File: src/rtl/popcount_accum.sv
// Population count of synchronised, debounced input bits, with an optional
// saturating accumulator that adds the count on sample strobes.
module popcount_accum #(
    parameter int unsigned N_IN      = 8,
    parameter int unsigned DB_CYCLES = 3,
    parameter int unsigned ACC_W     = 8
) (
    input  logic             clk,
    input  logic             rst,
    input  logic [N_IN-1:0]  din,
    input  logic             mode,
    input  logic             sample,
    input  logic             clear,
    output logic [ACC_W-1:0] count,
    output logic             change,
    output logic             overflow
);

    // ACC_W must be at least PC_W so the live popcount fits in count.
    localparam int unsigned PC_W  = $clog2(N_IN + 1);
    localparam int unsigned CNT_W = (DB_CYCLES > 1) ? $clog2(DB_CYCLES) : 1;
    localparam logic [ACC_W-1:0] ACC_MAX = '1;

    logic [N_IN-1:0]  s1_d, s1_q;
    logic [N_IN-1:0]  s2_d, s2_q;
    logic [N_IN-1:0]  db;
    logic [PC_W-1:0]  pc_d, pc_q;
    logic [ACC_W-1:0] acc_d, acc_q;
    logic             overflow_d, overflow_q;
    logic             change_d, change_q;
    logic [ACC_W:0]   acc_sum;

    // Two-stage synchroniser per input bit.
    always_comb begin
        s1_d = din;
        s2_d = s1_q;
    end

    always_ff @(posedge clk or posedge rst) begin
        if (rst) begin
            s1_q <= '0;
            s2_q <= '0;
        end else begin
            s1_q <= s1_d;
            s2_q <= s2_d;
        end
    end

    if (DB_CYCLES == 0) begin : g_db_bypass
        assign db = s2_q;
    end else begin : g_db
        localparam logic [CNT_W-1:0] CntLast = CNT_W'(DB_CYCLES - 1);

        logic [N_IN-1:0]  db_d, db_q;
        logic [CNT_W-1:0] cnt_d [N_IN];
        logic [CNT_W-1:0] cnt_q [N_IN];

        // A bit flips only after DB_CYCLES consecutive mismatching edges.
        always_comb begin
            db_d = db_q;
            for (int i = 0; i < int'(N_IN); i++) begin
                cnt_d[i] = '0;
                if (s2_q[i] != db_q[i]) begin
                    if (cnt_q[i] == CntLast) begin
                        db_d[i] = s2_q[i];
                    end else begin
                        cnt_d[i] = cnt_q[i] + 1'b1;
                    end
                end
            end
        end

        always_ff @(posedge clk or posedge rst) begin
            if (rst) begin
                db_q <= '0;
                for (int i = 0; i < int'(N_IN); i++) begin
                    cnt_q[i] <= '0;
                end
            end else begin
                db_q <= db_d;
                for (int i = 0; i < int'(N_IN); i++) begin
                    cnt_q[i] <= cnt_d[i];
                end
            end
        end

        assign db = db_q;
    end

    always_comb begin
        pc_d = '0;
        for (int i = 0; i < int'(N_IN); i++) begin
            pc_d = pc_d + PC_W'(db[i]);
        end
    end

    // Clear has priority over sample; sample is ignored in live mode.
    always_comb begin
        acc_sum    = {1'b0, acc_q} + (ACC_W + 1)'(pc_q);
        acc_d      = acc_q;
        overflow_d = overflow_q;
        if (clear) begin
            acc_d      = '0;
            overflow_d = 1'b0;
        end else if (mode && sample) begin
            if (acc_sum[ACC_W]) begin
                acc_d      = ACC_MAX;
                overflow_d = 1'b1;
            end else begin
                acc_d = acc_sum[ACC_W-1:0];
            end
        end
    end

    // Pulse tracks only the value currently shown, so mode switches stay silent.
    always_comb begin
        if (mode) begin
            change_d = (acc_d != acc_q);
        end else begin
            change_d = (pc_d != pc_q);
        end
    end

    always_ff @(posedge clk or posedge rst) begin
        if (rst) begin
            pc_q       <= '0;
            acc_q      <= '0;
            overflow_q <= 1'b0;
            change_q   <= 1'b0;
        end else begin
            pc_q       <= pc_d;
            acc_q      <= acc_d;
            overflow_q <= overflow_d;
            change_q   <= change_d;
        end
    end

    always_comb begin
        count = mode ? acc_q : ACC_W'(pc_q);
    end

    assign change   = change_q;
    assign overflow = overflow_q;

endmodule
File: config.mk
export PLATFORM = sky130hd
export DESIGN_NAME = popcount_accum
export DESIGN_NICKNAME = d
export VERILOG_FILES = /design/src/rtl/popcount_accum.sv
export SDC_FILE = /design/constraint.sdc
export NUM_CORES = 1
export LEC_CHECK = 0
export ABC_AREA = 1
export CAP_MARGIN = 40
export CORE_MARGIN = 2
export CORE_UTILIZATION = 59
export CTS_BUF_LIST = sky130_fd_sc_hd__clkbuf_8
export CTS_CLUSTER_SIZE = 12
export DETAILED_ROUTE_END_ITERATION = 7
export HOLD_SLACK_MARGIN = 0.12
export PLACE_DENSITY = 0.77
export RECOVER_POWER = 25
export SLEW_MARGIN = 10
export SYNTH_ARGS = -nofsm -noshare
export SYNTH_HDL_FRONTEND = slang
export SYNTH_SLANG_ARGS = --single-unit
File: constraint.sdc
create_clock -name clk -period 3.8 [get_ports clk]
set_input_delay 0.76 -clock clk [delete_from_list [all_inputs] [get_ports clk]]
set_output_delay 0.76 -clock clk [all_outputs]
set_load 0.005 [all_outputs]
==> impl_results.md, run 1 <==
- Commonest non-fill, non-tap cells in the layout: nand2_1 (71), dfrtp_1 (54), inv_1 (52), clkdlybuf4s50_1 (22), nor3_1 (16)
- DP Wirelength: about 3.2 mm
- Fmax: 299 MHz
- Hold WC Path Type: reg -> reg
- Area Overhead vs Synth: 14.6%
- Slowest cell on crit path: fa_1
- CTS resizes: 0
- Syn nets: 311
- CP most frequent cell: fa_1
- Synth cell types: 30
- Overall Power: 2.22 mW
- Worst setup SP type: register
- Number of diodes: 0
- Fin. max-slew vios: 0
- Num rows: 24
- Final period util: 0.880
- Final setup vio count: 0
- First-pass GRT wire length: 7.56 mm
- Final Skew: approximately 12 ps
- Avg Cell Area, Syn: 9.11 um2
- Maximum VDD drop: about 0.5 mV
- DR vias: 1826
- Clock buffer depth: 2
- Leakage power: 1.55 nW
- Nets: between 300 and 400
- CP required: 4010 ps
- RR Startpoint: db[0]
- Antenna violations before repair: 0
- Synth warn: 0
- Largest net degree at the start of global routing: 33
- Share of layout cells above drive strength 1: 0.0637
- Post-CTS Setup Bufs: 0
- Final Hold Vio Count: 0
- Finished Core Util: 0.696
- Commonest non-fill, non-tap cell in the layout: nand2_1
- Via density: 4.99
- Crit-path leading delay family: adder cells
- Starting density of the core: 0.607
- Clk_lat worst skew: 310 ps
- Min Tclk post-route: between 3000 and 4000 ps
- Critical setup path kind: reg -> reg
- Cts bufs inserted: 5
- Hold Crit Start: s1_q[4]
- Hold path depth: 0
- Crit. End Element: register
- H-tree Lvls: 2
- Grt ovf: 0
- Die H: 70.5 um
- Final Wtd Congestion: approximately 0.79
- Worst slew margin: 0.619
- Status: finished, final reports clean
- Arrival time at the worst endpoint: around 3600 ps
- DRC: 0
- Crit-path cells: fa_1, inv_1, fa_1, fa_1, inv_1, ha_1, fa_1, xor2_1, xor2_1, nand4_1, nor2_1, nor2_1
- Final WL: around 4.3 mm
- Port buffer count: 22
- Die Span X: 70.5 um
- TritonRoute pass-1 iters: 4
- Critical path buffers and inverters: 2
- I/O Pins: 23
- Iter 0 DRT Violations: 66
- Post-Syn Instances: approximately 290
- R2R cell count: 12
- Crit path max fanout: 3
- Measured slew at the worst slew-check pin: ~570 ps
- Yosys reg bits: 54
- Full die area: 4970 um2
- Unrepaired setup endpoints after global routing: false
- Post-synthesis sequential area ratio: 0.518
- Power Dens Cells: 742 nW/um2
- Flop2flop setup slack: 450 ps
- Hold buffer count at cts: 0
- Post-Syn Area: 2610 um2
- CTS tree: built
- Worst Hold End: s2_q[4]
- Setup TNS: 0 ps
- Core ar.: 4290 um2
- Crit path largest cell delay: 550 ps
- CTS Sinks: 54
- GRT Resource Usage Total: 0.195
- Clk slew on worst S/H paths: 100 ps
- Wire per inst: 11.7 um
- Maxcap violations: 0
- CTS root buf: clkbuf_8
- Final ANT Viol Nets: 0
- R2r endpoint: change
- Vias in the first global route: 1791
==> power by group <==
group | internal, mW | switching [mW] | leakage [nW]
logic | 0.475 | 0.554 | 0.833
clock network | 0.148 | 0.179 | 0.0530
registers | 0.742 | 0.117 | 0.669
total | 1.37 | 0.851 | 1.55
==> worst max-delay path by stage <==
stage                     startpoint     end  cells after the start
after global routing           db[0]  change                     12
after global placement         db[0]  change                     12
after detailed placement       db[0]  change                     12
after floorplan                db[0]  change                     12
after CTS                      db[0]  change                     12
final                          db[0]  change                     12
==> cell families (layout without fill, tap and decap cells) <==
group,Yosys count,count (layout),share of synthesized area
and+or+nand+nor,126,126,0.220
buffers and inverters,59,87,0.0883
DFF,54,54,0.518
AOI/OAI and AO/OA,18,18,0.0418
xor gates and xnor gates,13,13,0.0437
adders and majority gates,12,12,0.0720
muxes,4,4,0.0154
==> per-layer routing <==
layer	global-route usage	wire length, um
met5	0	0
met4	0.0705	84
met1	0.250	2050
met2	0.322	2030
met3	0.0505	116
==> stage by stage <==
step,hold WS [ps],setup WS [ps],area (um2),std cells
5_1_grt,365,325,2990,366
3_3_place_gp,331,542,2870,357
6_report,353,454,2990,366
2_1_floorplan,331,651,2610,286
3_5_place_dp,336,505,2890,358
4_1_cts,357,439,2990,366
==> sequential cells by signal, indices dropped and copies added (netlist names) <==
register / cells
g_db.cnt_q: 16
acc_q: 8
db: 8
s1_q: 8
s2_q: 8
pc_q: 4
change: 1
overflow: 1
==> synthesized netlist by cell type <==
cell / number / share of area
a211oi_1: 1 / 0.0029
a21oi_1: 6 / 0.012
a21oi_4: 1 / 0.0062
a31oi_1: 1 / 0.0024
buf_2: 1 / 0.0019
buf_6: 1 / 0.0043
clkbuf_1: 1 / 0.0014
clkinv_1: 2 / 0.0029
dfrtp_1: 54 / 0.52
fa_1: 5 / 0.038
ha_1: 7 / 0.034
inv_1: 52 / 0.075
inv_2: 2 / 0.0029
mux2i_1: 4 / 0.015
nand2_1: 71 / 0.10
nand2_2: 2 / 0.0048
nand3_1: 14 / 0.027
nand3_2: 1 / 0.0038
nand3_4: 2 / 0.013
nand3b_1: 1 / 0.0029
nand4_1: 3 / 0.0072
nor2_1: 14 / 0.020
nor2_4: 1 / 0.0043
nor3_1: 16 / 0.031
nor3_2: 1 / 0.0038
o21ai_0: 7 / 0.013
o21ai_1: 1 / 0.0019
o21ai_2: 1 / 0.0034
xnor2_1: 10 / 0.034
xor2_1: 3 / 0.010
==> area by class of cell <==
cell class | instances | area [um2]
clock inverter | 2 | 12.5
sequential | 54 | 1350
fill | 319 | 1310
clock buffer | 6 | 82.6
tap | 52 | 65.1
multi-input combinational | 173 | 1020
inverter | 56 | 210
timing repair buffer | 23 | 240
Note: power is estimated with default switching activity, not from simulation.
==> inputs of run 2 (changes only) <==
- RECOVER_POWER: 25 -> 100
==> run 2 against run 1 <==
The run now ends with max-capacitance violations, max-slew violations left. Non-clock buffer count did not move. Critical path type unchanged. Fmax barely moved. Register-to-register slack barely moved.
==> impl_results.md, run 2 (synthesis results as in run 1) <==
- Status: finished, violations left
- Failing checks: max-capacitance violations, max-slew violations
- Overall Power: 2.20 mW (-0.59%)
- Unrepaired setup endpoints after global routing: false
- Number of diodes: 0 (unchanged)
- Starting density of the core: 0.607 (unchanged)
- Area Overhead vs Synth: 13.4%
- Largest net degree at the start of global routing: 33 (unchanged)
- CTS root buf: clkbuf_8
- Max reg flops: 16 (unchanged)
- Biggest register: g_db.cnt_q
- GRT Resource Usage Total: 0.195 (unchanged)
- Measured slew at the worst slew-check pin: 1670 ps (+1100 ps)
- Finished Core Util: 0.688 (-0.00729)
- Commonest non-fill, non-tap cells in the layout: nand2_1 (72), inv_1 (54), dfrtp_1 (54), dlygate4sd3_1 (20), nor3_1 (16)
- Crit. End Element: register
- Setup TNS: 0 ps (unchanged)
- Worst setup SP type: register
- Final Hold Vio Count: 0 (unchanged)
- Grt ovf: 0 (unchanged)
- Cts bufs inserted: 5 (unchanged)
- Iter 0 DRT Violations: 67 (+1.5%)
- Nets: 338 (unchanged)
- Worst slew margin: -0.111 (-0.729)
- Hold buffer count at cts: 0 (unchanged)
- Min Tclk post-route: 3350 ps (+1.41 ps)
- Clock buffer depth: 2 (unchanged)
- Final Wtd Congestion: 0.792 (unchanged)
- Wire per inst: 11.7 um (-0.12%)
- Fin. max-slew vios: 33 (+33)
- Die Span X: 70.5 um (unchanged)
- Final ANT Viol Nets: 0 (unchanged)
- Final Skew: 10.9 ps (-0.896 ps)
- Leakage power: 1.57 nW (+0.95%)
- Crit path max fanout: 3 (unchanged)
- I/O Pins: 23 (unchanged)
- Share of layout cells above drive strength 1: 0.0446 (-0.0191)
- CTS resizes: 0 (unchanged)
- Die H: 70.5 um (unchanged)
- Core ar.: 4290 um2 (unchanged)
- Setup slack after layout: 453 ps (-1.41 ps)
- CTS Sinks: 54 (unchanged)
- Clk_lat worst skew: 310 ps (about the same)
- Critical setup path kind: reg -> reg
- Maxcap violations: 1 (+1)
- Power Dens Cells: 745 nW/um2 (+0.46%)
- Post-CTS Setup Bufs: 0 (unchanged)
- DR vias: 1827 (+0.055%)
- CP required: 4010 ps (about the same)
- DP Wirelength: 3.24 mm (unchanged)
- Vias in the first global route: 1791 (unchanged)
- TritonRoute pass-1 iters: 4 (unchanged)
- First-pass GRT wire length: 7.56 mm (unchanged)
- Num rows: 24 (unchanged)
- CTS tree: built
- Via density: 4.99 (about the same)
- Hold WC Path Type: reg -> reg
- Final WL: 4.28 mm (-0.12%)
- Final period util: 0.881 (about the same)
- Full die area: 4970 um2 (unchanged)
- H-tree Lvls: 2 (unchanged)
- DRC: 0 (unchanged)
- Dpl ws: 505 ps (unchanged)
- Port buffer count: 22 (unchanged)
- Clk slew on worst S/H paths: 100 ps (about the same)
- Fmax: 299 MHz (about the same)
- Commonest non-fill, non-tap cell in the layout: nand2_1
- Final setup vio count: 0 (unchanged)
- Maximum VDD drop: 0.501 mV (about the same)
- Arrival time at the worst endpoint: 3550 ps (about the same)
- Antenna violations before repair: 0 (unchanged)
run 2: metal layers:
layer | routed length (um) | up-vias | global-route usage
met2 | 2030 | 23 | 0.322
met5 | 0 | - | 0
met4 | 84 | 0 | 0.0705
li1 | - | 931 | -
met1 | 2050 | 865 | 0.250
met3 | 109 | 8 | 0.0505
run 2: power breakdown:
group          switching, mW  internal [mW]  total (mW)  leakage, nW
Sequential             0.118          0.741       0.859        0.669
Clock                  0.179          0.148       0.327       0.0530
Combinational          0.551          0.465        1.02        0.848
Total                  0.848           1.35        2.20         1.57
run 2: stage by stage:
step	instance area, um2	std cells	hold WS [ps]
3_5_place_dp	2890	358	336
4_1_cts	2990	366	357
2_1_floorplan	2610	286	331
6_report	2960	366	353
5_1_grt	2960	366	365
3_3_place_gp	2870	357	331
run 2: worst paths after layout:
check | startpoint | end | slack [ps] | depth (start not counted)
worst max-delay path | db[0] | change | 450 | 12
worst min-delay path | s1_q[4] | s2_q[4] | 350 | 0
worst max register to register | db[0] | change | 450 | 12
worst min register to register | s1_q[4] | s2_q[4] | 350 | 0
max in group asynchronous | rst | db[2] | 760 | 3
min in group asynchronous | rst | s1_q[0] | 1030 | 2
run 2: critical path, cell delays in order, from the launching register on:
cell	delay (ps)
dfrtp_1	430
fa_1	550
inv_1	50
fa_1	440
fa_1	490
inv_1	40
ha_1	190
fa_1	380
xor2_1	200
xor2_1	190
nand4_1	120
nor2_1	100
nor2_1	50
run 2: area by class of cell:
| type | instances | area (um2) |
|---|---|---|
| clock inverters | 2 | 12.5 |
| clock buffers | 6 | 82.6 |
| fillers | 321 | 1340 |
| multi-input cells | 173 | 1010 |
| well taps | 52 | 65.1 |
| repair buffers | 23 | 224 |
| inverters | 56 | 210 |
| flip-flops and latches | 54 | 1350 |
